`src/rtl/ftdi_pkg.sv`:
```
// rtl/ftdi_pkg.sv - shared constants and FSM encoding for the FTDI sync FIFO bridge
package ftdi_pkg;

  localparam int FT_W = 8;
  localparam logic [FT_W-1:0] CMD_STOP = 8'h00;

  typedef enum logic [2:0] {
    ST_IDLE     = 3'd0,
    ST_RX_OE    = 3'd1,
    ST_RX_READ  = 3'd2,
    ST_TURN     = 3'd3,
    ST_TX_WRITE = 3'd4
  } ftdi_state_t;

endpackage

```
`src/rtl/ftdi_rx_skid.sv`:
```
// rtl/ftdi_rx_skid.sv - 2-entry valid/ready skid buffer for bytes read from the FTDI
module ftdi_rx_skid
  import ftdi_pkg::*;
(
  input  logic            clk,
  input  logic            n_rst,
  input  logic            push,
  input  logic [FT_W-1:0] push_data,
  output logic [FT_W-1:0] rx_data,
  output logic            rx_valid,
  input  logic            rx_ready,
  output logic [1:0]      count,
  output logic [1:0]      count_nxt
);

  logic [FT_W-1:0] head_q;
  logic [FT_W-1:0] tail_q;
  logic            pop;
  logic            push_ok;
  logic [1:0]      after_pop;

  assign rx_valid  = (count != 2'd0);
  assign rx_data   = head_q;
  assign pop       = rx_valid && rx_ready;
  assign push_ok   = push && ((count != 2'd2) || pop);
  assign after_pop = pop ? (count - 2'd1) : count;
  assign count_nxt = push_ok ? (after_pop + 2'd1) : after_pop;

  always_ff @(posedge clk or negedge n_rst) begin
    if (!n_rst) begin
      count  <= 2'd0;
      head_q <= '0;
      tail_q <= '0;
    end else begin
      count <= count_nxt;
      if (pop && (count == 2'd2)) head_q <= tail_q;
      // New byte lands in the first slot left free once this cycle's pop is applied.
      if (push_ok) begin
        if (after_pop == 2'd0) head_q <= push_data;
        else                   tail_q <= push_data;
      end
    end
  end

endmodule

```
`src/rtl/ftdi_sync_fifo_bridge.sv`:
```
// rtl/ftdi_sync_fifo_bridge.sv - FT245 synchronous FIFO bridge with burst-limited RX/TX arbitration
module ftdi_sync_fifo_bridge
  import ftdi_pkg::*;
#(
  parameter int MAX_BURST   = 64,
  parameter int RX_PRIORITY = 1,
  parameter int CMD_MODE    = 1,
  parameter int TURN_CYCLES = 1,
  parameter int CNT_W       = 16
) (
  input  logic             clk,
  input  logic             n_rst,
  input  logic [FT_W-1:0]  ft_data_i,
  output logic [FT_W-1:0]  ft_data_o,
  output logic             ft_data_oe,
  input  logic             rxf_n,
  input  logic             txe_n,
  output logic             oe_n,
  output logic             rd_n,
  output logic             wr_n,
  output logic [FT_W-1:0]  rx_data,
  output logic             rx_valid,
  input  logic             rx_ready,
  input  logic [FT_W-1:0]  tx_data,
  input  logic             tx_valid,
  output logic             tx_ready,
  output logic             run,
  output logic [CNT_W-1:0] rx_count,
  output logic [CNT_W-1:0] tx_count
);

  localparam int                 BURST_W    = $clog2(MAX_BURST + 1);
  localparam logic [BURST_W-1:0] BURST_LAST = BURST_W'(MAX_BURST - 1);
  localparam logic [BURST_W-1:0] BURST_MAX  = BURST_W'(MAX_BURST);
  localparam logic [BURST_W-1:0] BURST_ONE  = BURST_W'(1);
  localparam logic [CNT_W-1:0]   CNT_ONE    = CNT_W'(1);
  localparam logic [15:0]        TURN_LOAD  = (TURN_CYCLES > 0) ? 16'(TURN_CYCLES - 1) : 16'd0;

  ftdi_state_t        state;
  logic [BURST_W-1:0] rx_burst;
  logic [BURST_W-1:0] tx_loaded;
  logic [15:0]        turn_cnt;
  logic               last_rx;
  logic               tx_pending;
  logic [1:0]         skid_cnt;
  logic [1:0]         skid_cnt_nxt;

  logic rx_commit;
  logic rx_stop;
  logic rx_req;
  logic tx_req;
  logic pick_rx;
  logic tx_accept;
  logic tx_load;
  logic tx_pend_nxt;

  ftdi_rx_skid u_skid (
    .clk       (clk),
    .n_rst     (n_rst),
    .push      (rx_commit),
    .push_data (ft_data_i),
    .rx_data   (rx_data),
    .rx_valid  (rx_valid),
    .rx_ready  (rx_ready),
    .count     (skid_cnt),
    .count_nxt (skid_cnt_nxt)
  );

  assign rx_commit = (state == ST_RX_READ) && !rd_n && !rxf_n;
  // rd_n is registered, so one more byte can land after the decision; stop while a slot is still free.
  assign rx_stop   = rxf_n || (skid_cnt_nxt == 2'd2) || (rx_commit && (rx_burst == BURST_LAST));

  assign rx_req  = !rxf_n && (skid_cnt == 2'd0);
  assign tx_req  = !txe_n && tx_valid;
  assign pick_rx = rx_req && (!tx_req || (RX_PRIORITY != 0) || !last_rx);

  assign tx_accept   = (state == ST_TX_WRITE) && tx_pending && !txe_n;
  assign tx_ready    = (state == ST_TX_WRITE) && (!tx_pending || tx_accept) && (tx_loaded != BURST_MAX);
  assign tx_load     = tx_ready && tx_valid;
  assign tx_pend_nxt = tx_load || (tx_pending && !tx_accept);

  always_ff @(posedge clk or negedge n_rst) begin
    if (!n_rst) begin
      state      <= ST_IDLE;
      oe_n       <= 1'b1;
      rd_n       <= 1'b1;
      wr_n       <= 1'b1;
      ft_data_oe <= 1'b0;
      ft_data_o  <= '0;
      run        <= 1'b0;
      rx_count   <= '0;
      tx_count   <= '0;
      rx_burst   <= '0;
      tx_loaded  <= '0;
      turn_cnt   <= '0;
      last_rx    <= 1'b0;
      tx_pending <= 1'b0;
    end else begin
      if (rx_commit) begin
        rx_count <= rx_count + CNT_ONE;
        rx_burst <= rx_burst + BURST_ONE;
        if (CMD_MODE != 0) run <= (ft_data_i != CMD_STOP);
      end
      if (tx_accept) tx_count <= tx_count + CNT_ONE;
      if (tx_load) begin
        ft_data_o <= tx_data;
        tx_loaded <= tx_loaded + BURST_ONE;
      end
      if (state == ST_TX_WRITE) begin
        tx_pending <= tx_pend_nxt;
        wr_n       <= !tx_pend_nxt;
      end

      case (state)
        ST_IDLE: begin
          if (pick_rx) begin
            state    <= ST_RX_OE;
            oe_n     <= 1'b0;
            rx_burst <= '0;
            last_rx  <= 1'b1;
          end else if (tx_req) begin
            state      <= ST_TX_WRITE;
            ft_data_oe <= 1'b1;
            tx_loaded  <= '0;
            last_rx    <= 1'b0;
          end
        end
        ST_RX_OE: begin
          state <= ST_RX_READ;
          rd_n  <= 1'b0;
        end
        ST_RX_READ: begin
          if (rx_stop) begin
            rd_n     <= 1'b1;
            oe_n     <= 1'b1;
            turn_cnt <= TURN_LOAD;
            state    <= (TURN_CYCLES > 0) ? ST_TURN : ST_IDLE;
          end
        end
        ST_TURN: begin
          if (turn_cnt == 16'd0) state <= ST_IDLE;
          else                   turn_cnt <= turn_cnt - 16'd1;
        end
        ST_TX_WRITE: begin
          if (!tx_pend_nxt && (!tx_valid || (tx_loaded == BURST_MAX))) begin
            state      <= ST_TURN;
            ft_data_oe <= 1'b0;
            turn_cnt   <= 16'd0;
          end
        end
        default: state <= ST_IDLE;
      endcase
    end
  end

endmodule

```
`config.mk`:
```
export PLATFORM = sky130hd
export DESIGN_NAME = ftdi_sync_fifo_bridge
export DESIGN_NICKNAME = d
export VERILOG_FILES = /design/src/rtl/ftdi_pkg.sv /design/src/rtl/ftdi_rx_skid.sv /design/src/rtl/ftdi_sync_fifo_bridge.sv
export SDC_FILE = /design/constraint.sdc
export NUM_CORES = 1
export LEC_CHECK = 0
export CAP_MARGIN = 10
export CORE_MARGIN = 10
export CORE_UTILIZATION = 35
export CTS_CLUSTER_SIZE = 24
export DETAILED_ROUTE_END_ITERATION = 12
export SKIP_LAST_GASP = 1
export SLEW_MARGIN = 15
export SYNTH_ARGS = -nofsm -noshare
export SYNTH_HDL_FRONTEND = slang
export SYNTH_SLANG_ARGS = --single-unit
export TNS_END_PERCENT = 100
```
`constraint.sdc`:
```
create_clock -name clk -period 2.6 [get_ports clk]
set_input_delay 0.52 -clock clk [delete_from_list [all_inputs] [get_ports clk]]
set_output_delay 0.52 -clock clk [all_outputs]
set_load 0.01 [all_outputs]
```
==> results.md, run 1 <==
- Mean routed wirelength per cell: 14.5 microns
- Number of buffers inserted during clock tree synthesis: 9
- Sequential area share after synthesis: 0.520
- Arrival time of the worst setup path: 1940 ps
- Post-Synthesis Cell Area: 4670 sq um
- Cell taking the most area after synthesis: sky130_fd_sc_hd__dfrtp_1
- Number of ports placed on the die boundary: 77
- Worst hold slack across all endpoints: 208 ps
- Seq cells post-synth: 97
- Endpoint type of the worst setup path: output port
- Post-layout minimum cycle time: 2460 ps
- RSZ-0062 raised after global routing: no
- Nets: 565
- Die Outline Area: 18400 sq um
- Via density: 4.91
- Final setup skew: 6.77 ps
- Kind of critical path: reg2out
- Clk pin slew, worst setup/hold paths: 70 ps
- Number of global-route vias before repair: 3564
- Worst reg2reg path startpoint: turn_cnt[6]$_DFFE_PN0P_
- Actual slew at the worst max-slew pin: 957 ps
- Critical path peak fanout: 4
- Total global routing overflow: 0
- Total Neg Setup Slack: 0 ps
- Standard cell core area: 13100 sq um
- Site Rows: 42
- Number of standard cells after synthesis: 445
- Static leakage: 2.76 nW
- Final Max Slew Viols: 0
- Area fraction of the dominant cell type after synthesis: 0.503
- Number of levels in the clock H-tree: 3
- Startpoint type of the worst setup path: flip-flop
- Hold WC Path Type: in2async
- IR Drop Worst-Case VDD: 0.254 mV
- Global-route usage over all layers: 0.117
- Run status: finished, final reports clean
- Total cell area at the placement stage: 5680 sq um
- Number of distinct library cell variants in the gate-level netlist after synthesis: 54
- First-pass GRT wire length: 17.7 mm
- Pwr per Cell Area: 544 nW/um^2
- Clk_lat worst skew: 350 ps
- Finished layout cell area: 5990 sq um
- Chip width: 136 microns
- First-pass DRT Iterations: 4
- Master cell of the clock root buffer: sky130_fd_sc_hd__clkbuf_16
- Primary flip-flop cell chosen by synthesis mapping: sky130_fd_sc_hd__dfrtp_1
- Post-route clock period utilization: 0.946
- Effective utilization at floorplan: 0.356
- Number of port buffers: 76
- Number of vias in the routed layout: 3514
- Asr flop ratio synth: 1.00
- Initial antenna violation count: 0
- Number of flops mapped to enable cells by yosys: 0
- Worst R2R Setup Slack: 230 ps
- CTS tree: yes
- Final count of negative-setup-slack endpoints: 0
- Number of nets still failing antenna checks after routing: 0
- Final Hold Viols: 0
- Final Routed Wirelength: 10.4 mm
- Achievable frequency: 407 MHz
- Reg2reg end: turn_cnt[8]$_DFFE_PN0P_
- Synthesized Nets: 476
- Number of clock sinks: 97
- Overall power after layout: 3.26 mW
- Die Span Y: 136 microns
- Max-cap violations: 0
- Post-CTS Hold Buffers: 0
- Largest cells by area after synthesis: sky130_fd_sc_hd__dfrtp_1 (50%), sky130_fd_sc_hd__xnor2_1 (5.4%), sky130_fd_sc_hd__nor2_1 (4.1%)
- Req. time, crit path: 2080 ps
- Maximum number of pins on one net before global-route repair: 51
- Worst slew margin relative to its limit: 0.362
- Weighted congestion at the end of routability-driven global placement: 0.834
- Mean cell area of the mapped netlist: 10.5 sq um
- Warnings from Yosys: 0
- DRT iter0 DRCs: 245
- Ratio of cells with drive above 1 in the final layout: 0.122
- PnR worst setup slack: 141 ps
- Post-route DRC: 0
- Post-placement worst setup slack: -45.6 ps
- Number of buffers on the longest clock path: 2
- Total half-perimeter wirelength after legalization and detailed placement: 7.60 mm
- Count of inserted antenna diode cells: 0
- Synth-to-layout area growth: 28.1%
- R2R depth: 7
## registers in the layout, indices dropped and copies added (netlist names)
| signal | cells |
|---|---|
| rx_count | 16 |
| turn_cnt | 16 |
| tx_count | 16 |
| ft_data_o | 8 |
| u_skid.rx_data | 8 |
| u_skid.tail_q | 8 |
| rx_burst | 7 |
| tx_loaded | 7 |
| state | 3 |
| u_skid.count | 2 |
| ft_data_oe | 1 |
| oe_n | 1 |
| rd_n | 1 |
| run | 1 |
| tx_pending | 1 |
| wr_n | 1 |
## cells in the mapped netlist, types with 2 or more instances
| cell | n |
|---|---|
| sky130_fd_sc_hd__nor2_1 | 51 |
| sky130_fd_sc_hd__a31oi_1 | 11 |
| sky130_fd_sc_hd__mux2_2 | 17 |
| sky130_fd_sc_hd__nor4_1 | 3 |
| sky130_fd_sc_hd__nand4_1 | 8 |
| sky130_fd_sc_hd__nand2_1 | 44 |
| sky130_fd_sc_hd__dfrtp_1 | 94 |
| sky130_fd_sc_hd__o311ai_0 | 3 |
| sky130_fd_sc_hd__nor3b_1 | 2 |
| sky130_fd_sc_hd__or2_2 | 3 |
| sky130_fd_sc_hd__o21ai_0 | 7 |
| sky130_fd_sc_hd__xnor2_1 | 29 |
| sky130_fd_sc_hd__mux2i_1 | 10 |
| sky130_fd_sc_hd__and3_1 | 7 |
| sky130_fd_sc_hd__nand3_1 | 14 |
| sky130_fd_sc_hd__clkbuf_1 | 4 |
| sky130_fd_sc_hd__o211ai_1 | 6 |
| sky130_fd_sc_hd__inv_1 | 17 |
| sky130_fd_sc_hd__and2_1 | 2 |
| sky130_fd_sc_hd__ha_1 | 9 |
| sky130_fd_sc_hd__buf_6 | 2 |
| sky130_fd_sc_hd__o31ai_1 | 2 |
| sky130_fd_sc_hd__nor3_1 | 10 |
| sky130_fd_sc_hd__nand2b_1 | 4 |
| sky130_fd_sc_hd__dfstp_2 | 3 |
| sky130_fd_sc_hd__o21a_1 | 4 |
| sky130_fd_sc_hd__xor2_1 | 15 |
| sky130_fd_sc_hd__a21oi_1 | 28 |
| sky130_fd_sc_hd__nor3b_2 | 2 |
| sky130_fd_sc_hd__buf_2 | 4 |
| sky130_fd_sc_hd__nor2b_1 | 3 |
| sky130_fd_sc_hd__and4_1 | 5 |
## critical path, cell delays in order (launching register included)
cell and delay (ps):
sky130_fd_sc_hd__dfrtp_1 410, sky130_fd_sc_hd__inv_1 110, sky130_fd_sc_hd__ha_1 160, sky130_fd_sc_hd__nand4bb_1 120, sky130_fd_sc_hd__or2_2 300, sky130_fd_sc_hd__and3_1 200
sky130_fd_sc_hd__dlygate4sd2_1 300
## layer usage
metal / wire length (microns) / GRT usage / vias up
met5: 0 / 0 / -
met4: 182 / 0.0520 / 0
met3: 503 / 0.0312 / 16
met2: 4900 / 0.190 / 67
met1: 4800 / 0.143 / 1704
li1: - / - / 1727
## area by class of cell
| cell class | count | area [sq um] |
|---|---|---|
| Clock buffer | 9 | 225 |
| Clock inverter | 7 | 76.3 |
| Fill cell | 1246 | 7150 |
| Inverter | 17 | 63.8 |
| Multi-Input combinational cell | 318 | 2090 |
| Sequential cell | 97 | 2430 |
| Tap cell | 176 | 220 |
| Timing Repair Buffer | 91 | 882 |
## worst max-delay path by stage
stage                                   start                  endpoint  slack (ps)  cells past startpoint
global placement                     rx_ready   turn_cnt[1]$_DFFE_PN0P_           8                      9
finish                 tx_loaded[0]$_DFF_PN0_                  tx_ready         140                      6
CTS                    tx_loaded[0]$_DFF_PN0_                  tx_ready         110                      6
floorplan           u_skid.count[0]$_DFF_PN0_   turn_cnt[1]$_DFFE_PN0P_         290                     12
detailed placement                   rx_ready  turn_cnt[14]$_DFFE_PN0P_         -50                     10
global route        u_skid.count[0]$_DFF_PN0_  turn_cnt[14]$_DFFE_PN0P_           7                     11
## kinds of logic (layout without fill, tap and decap cells)
group,count (synthesis),in the layout,synth area share
compound gates,67,67,0.0883
mux,28,28,0.0656
flops,97,97,0.520
xor+xnor,44,44,0.0824
fa+ha+maj,9,9,0.0241
buf+inv,30,124,0.0340
simple gates,170,170,0.185
## report_power, final
group	leakage, nW	switching [mW]	total [mW]	internal, mW
Combinational	1.36	0.205	0.367	0.162
Sequential	1.25	0.0106	1.54	1.52
Clock	0.142	0.605	1.36	0.753
## placed cells by master, fill, tap and decap left out, types with 2 or more instances in the layout
master                            synthesis  layout
sky130_fd_sc_hd__a21oi_1                 28      28
sky130_fd_sc_hd__clkinvlp_4               0       2
sky130_fd_sc_hd__o21a_1                   4       4
sky130_fd_sc_hd__and4_1                   5       5
sky130_fd_sc_hd__dfrtp_1                 94      94
sky130_fd_sc_hd__o31ai_1                  2       2
sky130_fd_sc_hd__a31oi_1                 11      11
sky130_fd_sc_hd__dfstp_2                  3       3
sky130_fd_sc_hd__inv_1                   17      17
sky130_fd_sc_hd__nand4_1                  8       8
sky130_fd_sc_hd__o211ai_1                 6       6
sky130_fd_sc_hd__buf_4                    0      15
sky130_fd_sc_hd__nor4_1                   3       3
sky130_fd_sc_hd__ha_1                     9       9
sky130_fd_sc_hd__mux2_2                  17      17
sky130_fd_sc_hd__and3_1                   7       6
sky130_fd_sc_hd__nor3_1                  10      10
sky130_fd_sc_hd__and2_1                   2       2
sky130_fd_sc_hd__xor2_1                  15      15
sky130_fd_sc_hd__inv_6                    0       2
sky130_fd_sc_hd__nand2_1                 44      44
sky130_fd_sc_hd__mux2i_1                 10      10
sky130_fd_sc_hd__clkbuf_16                0       9
sky130_fd_sc_hd__nand2b_1                 4       4
sky130_fd_sc_hd__xnor2_1                 29      29
sky130_fd_sc_hd__nand3_1                 14      14
sky130_fd_sc_hd__clkdlybuf4s50_1          0      74
sky130_fd_sc_hd__o21ai_0                  7       7
sky130_fd_sc_hd__nor3b_2                  2       2
sky130_fd_sc_hd__o311ai_0                 3       3
sky130_fd_sc_hd__nor3b_1                  2       2
sky130_fd_sc_hd__or2_2                    3       3
sky130_fd_sc_hd__nor2_1                  51      51
sky130_fd_sc_hd__nor2b_1                  3       3
## stage by stage
step | util | std cells
final | 0.456 | 715
after global routing | 0.456 | 715
after global placement | 0.433 | 699
after detailed placement | 0.433 | 699
after floorplan | - | 445
after CTS | 0.455 | 715
## timing repair
item,CTS,global route
setup buffers,0,0
endpoints found under the setup margin,1,10
cloned,0,0
gates resized for setup,1,2
Note: power is estimated with default switching activity, not from simulation.
==> run 2, diff against run 1 <==
GPL_TIMING_DRIVEN = 0   (was default)
==> run 2 against run 1 <==
  * Fmax down 0.42%
  * Clock skew about the same
  * Clock-buffer cell count up 4
  * Sequential share of layout area down 0.43 points
  * Combinational power up 6.8%
  * Core utilization up 0.49 points
  * Sequential cell count unchanged
  * Die area unchanged
==> results.md, run 2 (same netlist as run 1, synthesis figures left out) <==
- CP startpoint: u_skid.count[1]$_DFF_PN0_
- Master cell of the clock root buffer: sky130_fd_sc_hd__clkbuf_16
- Clk_lat worst skew: 350 ps (about the same)
- DRT iter0 DRCs: 173 (-29%)
- Maximum single-stage delay on the critical path: 400 ps (about the same)
- Final Routed Wirelength: 10.7 mm (+3.0%)
- Max-cap violations: 0 (unchanged)
- Overall power after layout: 3.34 mW (+2.3%)
- Site Rows: 42 (unchanged)
- Standard cell core area: 13100 sq um (unchanged)
- Nets: 567 (+0.35%)
- Final Hold Viols: 0 (unchanged)
- Worst R2R Setup Slack: 130 ps (-100 ps)
- Weighted congestion at the end of routability-driven global placement: 0.808 (-3.1%)
- Number of port buffers: 76 (unchanged)
- Final count of negative-setup-slack endpoints: 0 (unchanged)
- Mean routed wirelength per cell: 14.9 microns (+2.7%)
- Initial antenna violation count: 0 (unchanged)
- Post-CTS Hold Buffers: 0 (unchanged)
- Post-route DRC: 0 (unchanged)
- Number of buffers on the longest clock path: 2 (unchanged)
- Static leakage: 2.77 nW (+0.60%)
- Arrival time of the worst setup path: 2700 ps (+760 ps)
- Storage element area: 2430 sq um (unchanged)
- Synth-to-layout area growth: 29.5%
- Worst reg2reg path startpoint: u_skid.count[1]$_DFF_PN0_
- Via density: 4.85 (-1.2%)
- Reg2reg end: turn_cnt[1]$_DFFE_PN0P_
- CTS tree: yes
- Number of buffers inserted during clock tree synthesis: 9 (unchanged)
- Die Outline Area: 18400 sq um (unchanged)
- Actual slew at the worst max-slew pin: 635 ps (-322 ps)
- First-pass GRT wire length: 18.1 mm (+2.5%)
- Ratio of cells with drive above 1 in the final layout: 0.128 (+0.00509)
- Cell at the slowest stage of the critical path: sky130_fd_sc_hd__dfrtp_1
- Most common cell after layout, fill and taps aside: sky130_fd_sc_hd__dfrtp_1
- Final setup skew: 6.74 ps (-0.0369 ps)
- Maximum number of pins on one net before global-route repair: 75 (+47%)
- Number of clock sinks: 97 (unchanged)
- Startpoint type of the worst setup path: flip-flop
- Post-layout minimum cycle time: 2470 ps (+10.5 ps)
- Total global routing overflow: 0 (unchanged)
- Global-route usage over all layers: 0.121 (+0.00383)
- Number of global-route vias before repair: 3593 (+0.81%)
- Final Max Slew Viols: 0 (unchanged)
- Effective utilization at floorplan: 0.356 (unchanged)
- First-pass DRT Iterations: 4 (unchanged)
- Number of filler cells placed in the layout: 1234 (-0.96%)
- R2R depth: 11 (+4)
- Registers with the most flip-flops: rx_count (16), turn_cnt (16), tx_count (16)
- Hold WC Path Type: in2async
- Kind of critical path: reg2reg
- Critical path peak fanout: 7 (+3)
- Post-route clock period utilization: 0.950 (+0.00403)
- Clk pin slew, worst setup/hold paths: 70 ps (about the same)
- Ordered cell list for the critical path: inv_1, ha_2, nand2b_2, nor2_1, a21oi_2, ha_1, o21ai_1, o211ai_1, and3_1, buf_6, mux2_4
- Total half-perimeter wirelength after legalization and detailed placement: 7.67 mm (+0.95%)
- Count of inserted antenna diode cells: 0 (unchanged)
- Chip width: 136 microns (unchanged)
- Die Span Y: 136 microns (unchanged)
- Run status: finished, final reports clean
- Worst slew margin relative to its limit: 0.575 (+0.213)
- IR Drop Worst-Case VDD: 0.245 mV (-3.4%)
- Req. time, crit path: 2830 ps (+750 ps)
- Multi-input gate area in the final layout: 2110 sq um (+0.96%)
- Number of levels in the clock H-tree: 3 (unchanged)
- Number of ports placed on the die boundary: 77 (unchanged)
- Number of nets still failing antenna checks after routing: 0 (unchanged)
- Total Neg Setup Slack: 0 ps (unchanged)
- Leading cell types in the layout, fill and taps excluded: sky130_fd_sc_hd__dfrtp_1 (94), sky130_fd_sc_hd__clkdlybuf4s50_1 (74), sky130_fd_sc_hd__nor2_1 (49), sky130_fd_sc_hd__nand2_1 (44), sky130_fd_sc_hd__xnor2_1 (29)
- Number of vias in the routed layout: 3480 (-0.97%)
- Achievable frequency: 405 MHz (-0.42%)
- Endpoint type of the worst setup path: flip-flop
- Pwr per Cell Area: 551 nW/um^2 (+1.2%)
==> run 2: cell types whose count changed in the layout (fill, tap and decap cells not counted), moves of 2 or more <==
cell,before,now
sky130_fd_sc_hd__nor2_1,51,49
sky130_fd_sc_hd__nor2_2,0,2
sky130_fd_sc_hd__buf_6,0,3
sky130_fd_sc_hd__clkbuf_8,0,4
sky130_fd_sc_hd__buf_4,15,4
sky130_fd_sc_hd__inv_6,2,0
sky130_fd_sc_hd__clkbuf_1,0,4
sky130_fd_sc_hd__clkinvlp_4,2,0
sky130_fd_sc_hd__buf_2,0,4
==> run 2: final cells by class <==
cell class / instances / area share
timing repair buffer: 80 / 0.134
buffer: 13 / 0.0163
sequential: 97 / 0.402
clock inverter: 3 / 0.00786
inverter: 17 / 0.0105
multi-input combinational: 318 / 0.349
tap: 176 / 0.0364
clock buffer: 13 / 0.0447
==> run 2: worst max path at each step <==
| stage | endpoint | slack (ps) | depth (start not counted) |
|---|---|---|---|
| detailed placement | turn_cnt[1]$_DFFE_PN0P_ | -260 | 11 |
| floorplan | turn_cnt[1]$_DFFE_PN0P_ | 290 | 12 |
| global route | turn_cnt[1]$_DFFE_PN0P_ | -10 | 11 |
| global placement | u_skid.rx_data[2]$_DFF_PN0_ | -2740 | 1 |
| CTS | turn_cnt[1]$_DFFE_PN0P_ | 0.4 | 12 |
| finish | turn_cnt[1]$_DFFE_PN0P_ | 130 | 11 |
==> run 2: power by group <==
| part | leakage, nW | switching, mW | internal [mW] | total (mW) |
|---|---|---|---|---|
| Clock | 0.156 | 0.573 | 0.829 | 1.40 |
| Sequential | 1.25 | 0.0161 | 1.53 | 1.54 |
| Combinational | 1.36 | 0.213 | 0.179 | 0.392 |
==> run 2: metal layers <==
| layer | up-vias | GRT usage | wire, microns |
|---|---|---|---|
| met1 | 1689 | 0.151 | 4870 |
| met3 | 12 | 0.0300 | 460 |
| met4 | 0 | 0.0592 | 210 |
| met5 | - | 0 | 0 |
| met2 | 58 | 0.192 | 5150 |
| li1 | 1721 | - | - |
==> run 2: repair_timing <==
action / 4_1_cts / 5_1_grt
endpoints found under the setup margin: 1 / 33
pin swaps: 0 / 2
gates cloned: 0 / 0
gates resized for setup: 2 / 11
buffers inserted: 0 / 3
==> run 2: stage by stage <==
stage | hold slack, ps | setup WS, ps | cells | util | cell area, sq um
3_3_place_gp | 448 | -2740 | 697 | 0.430 | 5660
5_1_grt | 31.2 | -12.0 | 717 | 0.461 | 6050
6_report | 24.3 | 130 | 717 | 0.461 | 6050
2_1_floorplan | 224 | 294 | 445 | - | 4670
3_5_place_dp | 397 | -264 | 698 | 0.433 | 5680
4_1_cts | 20.8 | 0.439 | 714 | 0.457 | 6010
==> run 2: critical path: cells and delay by family (launching register included) <==
family / cells / cell delay [ps]
fa+ha+maj: 2 / 490
simple gates: 3 / 560
flops: 1 / 400
compound gates: 3 / 380
mux: 1 / 300
buf+inv: 2 / 220
==> run 3, diff against run 2 <==
ABC_CLOCK_PERIOD_IN_PS = 2600   (was default)
==> results of run 3 <==
Same layout as run 2: the final DEF is identical, and so are final timing and power.
